### src/rtl/cordic_rotate_seq.sv
// -----------------------------------------------------------------------------
// cordic_rotate_seq
//
// Iterative circular-mode CORDIC rotation engine. Converts a polar pair
// (magnitude, angle) into rectangular form: x = m*cos(theta), y = m*sin(theta).
// One micro-rotation is performed per clock. It is the inverse companion of
// the pipelined vectoring unit and shares its angle encoding and arctangent
// constants (2^31 = 360 degrees, bit 31 of the angle is ignored).
//
// Handshake semantics (both sides): a transfer happens on a rising clock edge
// where valid and ready are both high. The producer holds its data stable
// while valid is high and ready is low. in_ready is high only in IDLE;
// out_valid is high only in DONE, where x_out/y_out are held stable until the
// consumer raises out_ready. There is no overlap or queuing: one operation is
// in flight at a time.
//
// Sequence: IDLE -(accept)-> LOAD (gain pre-scale + quadrant fold)
//           -> ITER (ITERATIONS cycles) -> DONE -(out handshake)-> IDLE.
// With the accept edge at t, out_valid is high after edge t+ITERATIONS+1.
//
// Parameters:
//   ITERATIONS  number of micro-rotations, legal range 1..31
//   GAIN_INV    1/K in Q2.30 (CORDIC gain compensation), applied in LOAD
//
// Ports:
//   clock      in   system clock, all logic on the rising edge
//   reset_n    in   synchronous active-low reset (discards any operation)
//   in_valid   in   input request
//   in_ready   out  engine can accept (IDLE only)
//   magnitude  in   signed Q2.30, 1.0 = 32'h40000000, |m| < 2.0
//   angle      in   unsigned angle, 2^31 = 360 degrees, bit 31 ignored
//   out_valid  out  result available (DONE only)
//   out_ready  in   consumer accepts result
//   x_out      out  signed Q2.30, m*cos(theta)
//   y_out      out  signed Q2.30, m*sin(theta)
//   state_dbg  out  current FSM state (0 IDLE, 1 LOAD, 2 ITER, 3 DONE)
// -----------------------------------------------------------------------------
module cordic_rotate_seq #(
  parameter int          ITERATIONS = 17,
  parameter logic [31:0] GAIN_INV   = 32'h26DD3B6A
) (
  input  logic        clock,
  input  logic        reset_n,
  input  logic        in_valid,
  output logic        in_ready,
  input  logic [31:0] magnitude,
  input  logic [31:0] angle,
  output logic        out_valid,
  input  logic        out_ready,
  output logic [31:0] x_out,
  output logic [31:0] y_out,
  output logic [1:0]  state_dbg
);

  typedef enum logic [1:0] {
    S_IDLE = 2'd0,
    S_LOAD = 2'd1,
    S_ITER = 2'd2,
    S_DONE = 2'd3
  } state_t;

  localparam logic [4:0] LAST_ITER = 5'(ITERATIONS - 1);

  // ---------------------------------------------------------------------------
  // Arctangent table: round(atan(2^-i) * 2^31 / (2*pi)), same scaling as the
  // angle port. Entries 30 and 31 round to zero.
  // ---------------------------------------------------------------------------
  function automatic logic [31:0] atan_lut(input logic [4:0] idx);
    logic [31:0] v;
    case (idx)
      5'd0:    v = 32'h1000_0000;
      5'd1:    v = 32'h0972_0290;
      5'd2:    v = 32'h04FD_9C2E;
      5'd3:    v = 32'h0288_88EA;
      5'd4:    v = 32'h0145_8622;
      5'd5:    v = 32'h00A2_EBF1;
      5'd6:    v = 32'h0051_7B0F;
      5'd7:    v = 32'h0028_BE2B;
      5'd8:    v = 32'h0014_5F2A;
      5'd9:    v = 32'h000A_2F97;
      5'd10:   v = 32'h0005_17CC;
      5'd11:   v = 32'h0002_8BE6;
      5'd12:   v = 32'h0001_45F3;
      5'd13:   v = 32'h0000_A2FA;
      5'd14:   v = 32'h0000_517D;
      5'd15:   v = 32'h0000_28BE;
      5'd16:   v = 32'h0000_145F;
      5'd17:   v = 32'h0000_0A30;
      5'd18:   v = 32'h0000_0518;
      5'd19:   v = 32'h0000_028C;
      5'd20:   v = 32'h0000_0146;
      5'd21:   v = 32'h0000_00A3;
      5'd22:   v = 32'h0000_0051;
      5'd23:   v = 32'h0000_0029;
      5'd24:   v = 32'h0000_0014;
      5'd25:   v = 32'h0000_000A;
      5'd26:   v = 32'h0000_0005;
      5'd27:   v = 32'h0000_0003;
      5'd28:   v = 32'h0000_0001;
      5'd29:   v = 32'h0000_0001;
      default: v = 32'h0000_0000;
    endcase
    return v;
  endfunction

  // ---------------------------------------------------------------------------
  // State and datapath registers
  // ---------------------------------------------------------------------------
  state_t             state;
  state_t             state_next;

  logic signed [31:0] mag_r;      // magnitude captured on the accept edge
  logic        [30:0] ang_r;      // angle[30:0] captured on the accept edge
  logic signed [31:0] x_r;
  logic signed [31:0] y_r;
  logic signed [31:0] z_r;        // residual angle still to rotate
  logic        [4:0]  iter_cnt;

  // ---------------------------------------------------------------------------
  // LOAD: gain pre-scale and quadrant fold
  // ---------------------------------------------------------------------------
  logic signed [63:0] prod;
  logic signed [31:0] s;
  logic signed [31:0] x_load;
  logic signed [31:0] y_load;
  logic signed [31:0] z_load;

  assign prod = mag_r * $signed(GAIN_INV);
  // Q2.30 * Q2.30 = Q4.60; shifting right by 30 and keeping the low word
  // gives back Q2.30.
  assign s    = prod[61:30];

  always_comb begin
    x_load = s;
    y_load = '0;
    // Subtracting q*2^29 from a 31-bit angle whose top two bits are q simply
    // clears those bits, leaving a residual in [0, 90 degrees).
    z_load = {3'b000, ang_r[28:0]};
    case (ang_r[30:29])
      2'd0: begin
        x_load = s;
        y_load = '0;
      end
      2'd1: begin
        x_load = '0;
        y_load = s;
      end
      2'd2: begin
        x_load = -s;
        y_load = '0;
      end
      default: begin
        x_load = '0;
        y_load = -s;
      end
    endcase
  end

  // ---------------------------------------------------------------------------
  // ITER: one micro-rotation, direction chosen by the sign of the residual
  // ---------------------------------------------------------------------------
  logic signed [31:0] x_shift;
  logic signed [31:0] y_shift;
  logic signed [31:0] atan_i;
  logic signed [31:0] x_next;
  logic signed [31:0] y_next;
  logic signed [31:0] z_next;

  assign x_shift = x_r >>> iter_cnt;
  assign y_shift = y_r >>> iter_cnt;
  assign atan_i  = atan_lut(iter_cnt);

  always_comb begin
    x_next = x_r;
    y_next = y_r;
    z_next = z_r;
    if (!z_r[31]) begin
      // z >= 0: rotate counter-clockwise (d = +1)
      x_next = x_r - y_shift;
      y_next = y_r + x_shift;
      z_next = z_r - atan_i;
    end else begin
      // z < 0: rotate clockwise (d = -1)
      x_next = x_r + y_shift;
      y_next = y_r - x_shift;
      z_next = z_r + atan_i;
    end
  end

  // ---------------------------------------------------------------------------
  // FSM: state register
  // ---------------------------------------------------------------------------
  always_ff @(posedge clock) begin
    if (!reset_n) begin
      state <= S_IDLE;
    end else begin
      state <= state_next;
    end
  end

  // ---------------------------------------------------------------------------
  // FSM: next-state logic
  // ---------------------------------------------------------------------------
  always_comb begin
    state_next = state;
    case (state)
      S_IDLE:  if (in_valid) state_next = S_LOAD;
      S_LOAD:  state_next = S_ITER;
      S_ITER:  if (iter_cnt == LAST_ITER) state_next = S_DONE;
      S_DONE:  if (out_ready) state_next = S_IDLE;
      default: state_next = S_IDLE;
    endcase
  end

  // ---------------------------------------------------------------------------
  // FSM: outputs
  // ---------------------------------------------------------------------------
  always_comb begin
    in_ready  = (state == S_IDLE);
    out_valid = (state == S_DONE);
    state_dbg = state;
  end

  // ---------------------------------------------------------------------------
  // Datapath registers
  // ---------------------------------------------------------------------------
  always_ff @(posedge clock) begin
    if (!reset_n) begin
      mag_r    <= '0;
      ang_r    <= '0;
      x_r      <= '0;
      y_r      <= '0;
      z_r      <= '0;
      iter_cnt <= '0;
      x_out    <= '0;
      y_out    <= '0;
    end else begin
      case (state)
        S_IDLE: begin
          // in_ready is implied by being in IDLE
          if (in_valid) begin
            mag_r <= magnitude;
            ang_r <= angle[30:0];
          end
        end
        S_LOAD: begin
          x_r      <= x_load;
          y_r      <= y_load;
          z_r      <= z_load;
          iter_cnt <= '0;
        end
        S_ITER: begin
          x_r      <= x_next;
          y_r      <= y_next;
          z_r      <= z_next;
          iter_cnt <= iter_cnt + 5'd1;
          if (iter_cnt == LAST_ITER) begin
            x_out <= x_next;
            y_out <= y_next;
          end
        end
        default: begin
          // DONE: results held until the consumer takes them
        end
      endcase
    end
  end

  // Bits that are intentionally dropped: the angle wraps modulo 360 degrees
  // and the product keeps only its Q2.30 window.
  logic unused_bits;
  assign unused_bits = ^{angle[31], prod[63:62], prod[29:0]};

endmodule

### config.mk
export PLATFORM = sky130hd
export DESIGN_NAME = cordic_rotate_seq
export DESIGN_NICKNAME = d
export VERILOG_FILES = /design/src/rtl/cordic_rotate_seq.sv
export SDC_FILE = /design/constraint.sdc
export NUM_CORES = 2
export LEC_CHECK = 0
export CAP_MARGIN = 20
export CORE_ASPECT_RATIO = 0.7
export CORE_MARGIN = 4
export CORE_UTILIZATION = 25
export CTS_BUF_LIST = sky130_fd_sc_hd__clkbuf_2
export CTS_CLUSTER_SIZE = 12
export DETAILED_ROUTE_END_ITERATION = 6
export SETUP_SLACK_MARGIN = 0.4
export SYNTH_ARGS = -nofsm -noshare
export SYNTH_HDL_FRONTEND = slang
export SYNTH_SLANG_ARGS = --single-unit
### constraint.sdc
create_clock -name clock -period 10.6 [get_ports clock]
set_input_delay 2.65 -clock clock [delete_from_list [all_inputs] [get_ports clock]]
set_output_delay 2.65 -clock clock [all_outputs]
set_load 0.01 [all_outputs]
==> flow_metrics.tcl <==
set metrics [dict create \
    crit_fanout 13 \
    post_dp_cell_area_um2 44400 \
    yosys_warnings 0 \
    cp-startpoint "mag_r[8]" \
    row_count 123 \
    ant_nets 0 \
    yosysTopAreaCell "fa_1" \
    clock_path_buffers 3 \
    drc_errors 0 \
    drv_cap 0 \
    required_ns 11.79 \
    setup_slack_ns 0.980 \
    synth_commonest_cells "780 x inv_1, 464 x ha_1, 445 x a21oi_1" \
    globalplace.congestion 0.963 \
    drt-total-wl_mm 146 \
    worstPathArrival_ns 10.81 \
    status "finished, final reports clean" \
    crit_top_cell "fa_1" \
    track_usage_pct 17.1 \
    die_h_um 346 \
    cts_max_level 3 \
    grt_pass1_wl_mm 223 \
    r2r-start "mag_r[8]" \
    drv_slew 0 \
    synth_nets 5737 \
    synth_most_common_cell "inv_1" \
    startpoint_type "register" \
    yosysTopAreaCellShare_pct 21.3 \
    synth_edf_count 0 \
    ctsHoldBuffers 0 \
    grt_antenna_before_repair 11 \
    clock-skew-final_ns 0.193 \
    dpl.hpwl_mm 121 \
    ys_top_cells_by_area "fa_1 21%, ha_1 14%, dfxtp_1 13%" \
    synthMuxAreaShare_pct 7.72 \
    postCtsResizedCells 0 \
    synth-async-reset-ratio_pct 0 \
    min-delay-start "y_out[23]" \
    core_area_um2 161000 \
    root_buffer "clkbuf_2" \
    synth_fa_ha_area_share_pct 35.6 \
    post_cts_buffers 0 \
    syn_inst 4772 \
    syn_area_per_cell_um2 8.53 \
    initial_core_util_pct 25.3 \
    drt_iter0_drc 3663 \
    dr.pass1.iters 7 \
    crit_slowest_cell "o311ai_0" \
    finalCriticalPeriod_ns 9.62 \
    finalCritPeriodShare_pct 90.8 \
    synthSimpleGateAreaFrac_pct 11.2 \
    grt-ovfl-total 0 \
    rsz0062_at_grt "no" \
    grt_max_degree 109 \
    synth_seq_area_share_pct 12.7 \
    first_global_vias 35038 \
    worstSkewPairLatency_ns 1.37 \
    cts_tree "built" \
    maxSlewHeadroom_pct 29.3 \
    io_pins 136 \
    synth_compound_area_share_pct 16.9 \
    ys.flop_type "dfxtp_1" \
    dp_slack_ns 1.17 \
    die_area_um2 169000 \
    ys_types 93 \
    io_buffers 134 \
    die_w_um 490 \
    synth_xor_area_share_pct 6.54 \
    worst_slew_pin_slew_ns 1.05 \
    cp-end-kind "register" \
    stdcell_area_um2 45100 \
    maxClockFrequency_mhz 104 \
    synth_top_family_by_area "adder cells" \
    final-setup-viol-count 0 \
    synth_seq_cells 259 \
    cts.sinks 259 \
    final.setup.tns_ns 0 \
    syn_area_um2 40700 \
    hold_viol 0 \
    wl_per_cell_um 20.8 \
    holdWs_ns 0.459 \
    hp-class "register to register" \
    dr_total_vias 35519 \
    cts_buffers 76 \
    drive_above_1_share_pct 6.63 \
    path_clk_slew_ns 0.11 \
    nNetsFinal 5812 \
    crit_type "register to register" \
    vias_per_cell 5.05 \
    area_growth_pct 10.8 \
    critPathMaxStageDelay_ns 0.77 \
]
-- area by class of cell --
type | count | area [µm²]
Antenna cell | 12 | 30.0
Clock buffer | 96 | 480
Clock inverter | 34 | 206
Fill cell | 17194 | 116000
Inverter | 784 | 2950
Multi-Input combinational cell | 3530 | 31800
Sequential cell | 259 | 5200
Tap cell | 2125 | 2660
Timing Repair Buffer | 196 | 1800
-- through the flow --
step,instances,util (%)
4_1_cts,7023,28.0
5_1_grt,7028,28.0
3_5_place_dp,6893,27.5
2_1_floorplan,4772,-
6_report,7036,28.0
3_3_place_gp,6893,27.5
-- flip-flops by register name, summed over array words and instances, names as in the netlist --
name	cells
mag_r	32
z_r	32
x_out	32
atan_i	29
x_r	32
iter_cnt	5
y_out	32
y_r	32
state_dbg	2
ang_r	31
-- path summary, 6_finish.rpt --
path	to	slack (ns)	cells after the start
setup / recovery	x_r[25]	0.98	26
hold / removal	y_out[23]	0.46	2
setup reg to reg	x_r[25]	0.98	26
hold reg to reg	y_out[23]	0.46	2
-- placed cells by master (no fill, tap or decap), drive strengths merged, types with 97 or more instances in the layout --
cell type | Yosys | routed
nand2 | 426 | 426
clkdlybuf4s50 | 0 | 133
fa | 433 | 433
xnor2 | 147 | 147
nor2 | 280 | 280
xor2 | 157 | 157
ha | 464 | 464
clkbuf | 151 | 97
inv | 782 | 781
a21oi | 445 | 445
dfxtp | 259 | 259
o21ai | 214 | 214
-- critical path: cells and delay by family, from the launching register on --
| kind | cells | cell delay (ns) |
|---|---|---|
| buf+inv | 4 | 0.41 |
| xor+xnor | 2 | 0.69 |
| compound gates | 6 | 2.05 |
| fa+ha+maj | 9 | 4.04 |
| simple gates | 5 | 1.66 |
| flops | 1 | 0.75 |
-- layer usage --
metal  routed length [µm]  up-vias  part of all wire (%)  track usage (%)
met5                   13        -                0.0089                0
met4                 2550        2                   1.7             3.50
met3                16200      150                    11             5.61
met2                57000     1460                    39             23.3
met1                70700    17568                    48             25.7
li1                     -    16339                     -                -
-- cells by family after synthesis --
logic type                 Yosys count
adders and majority gates          897
buffers and inverters              983
xor gates and xnor gates           304
and+or+nand+nor                   1019
DFF                                259
muxes                              194
AOI/OAI and AO/OA                 1116
Power is not shown: default switching activity piles up to over one toggle a cycle in this logic, so the estimate is an artifact.
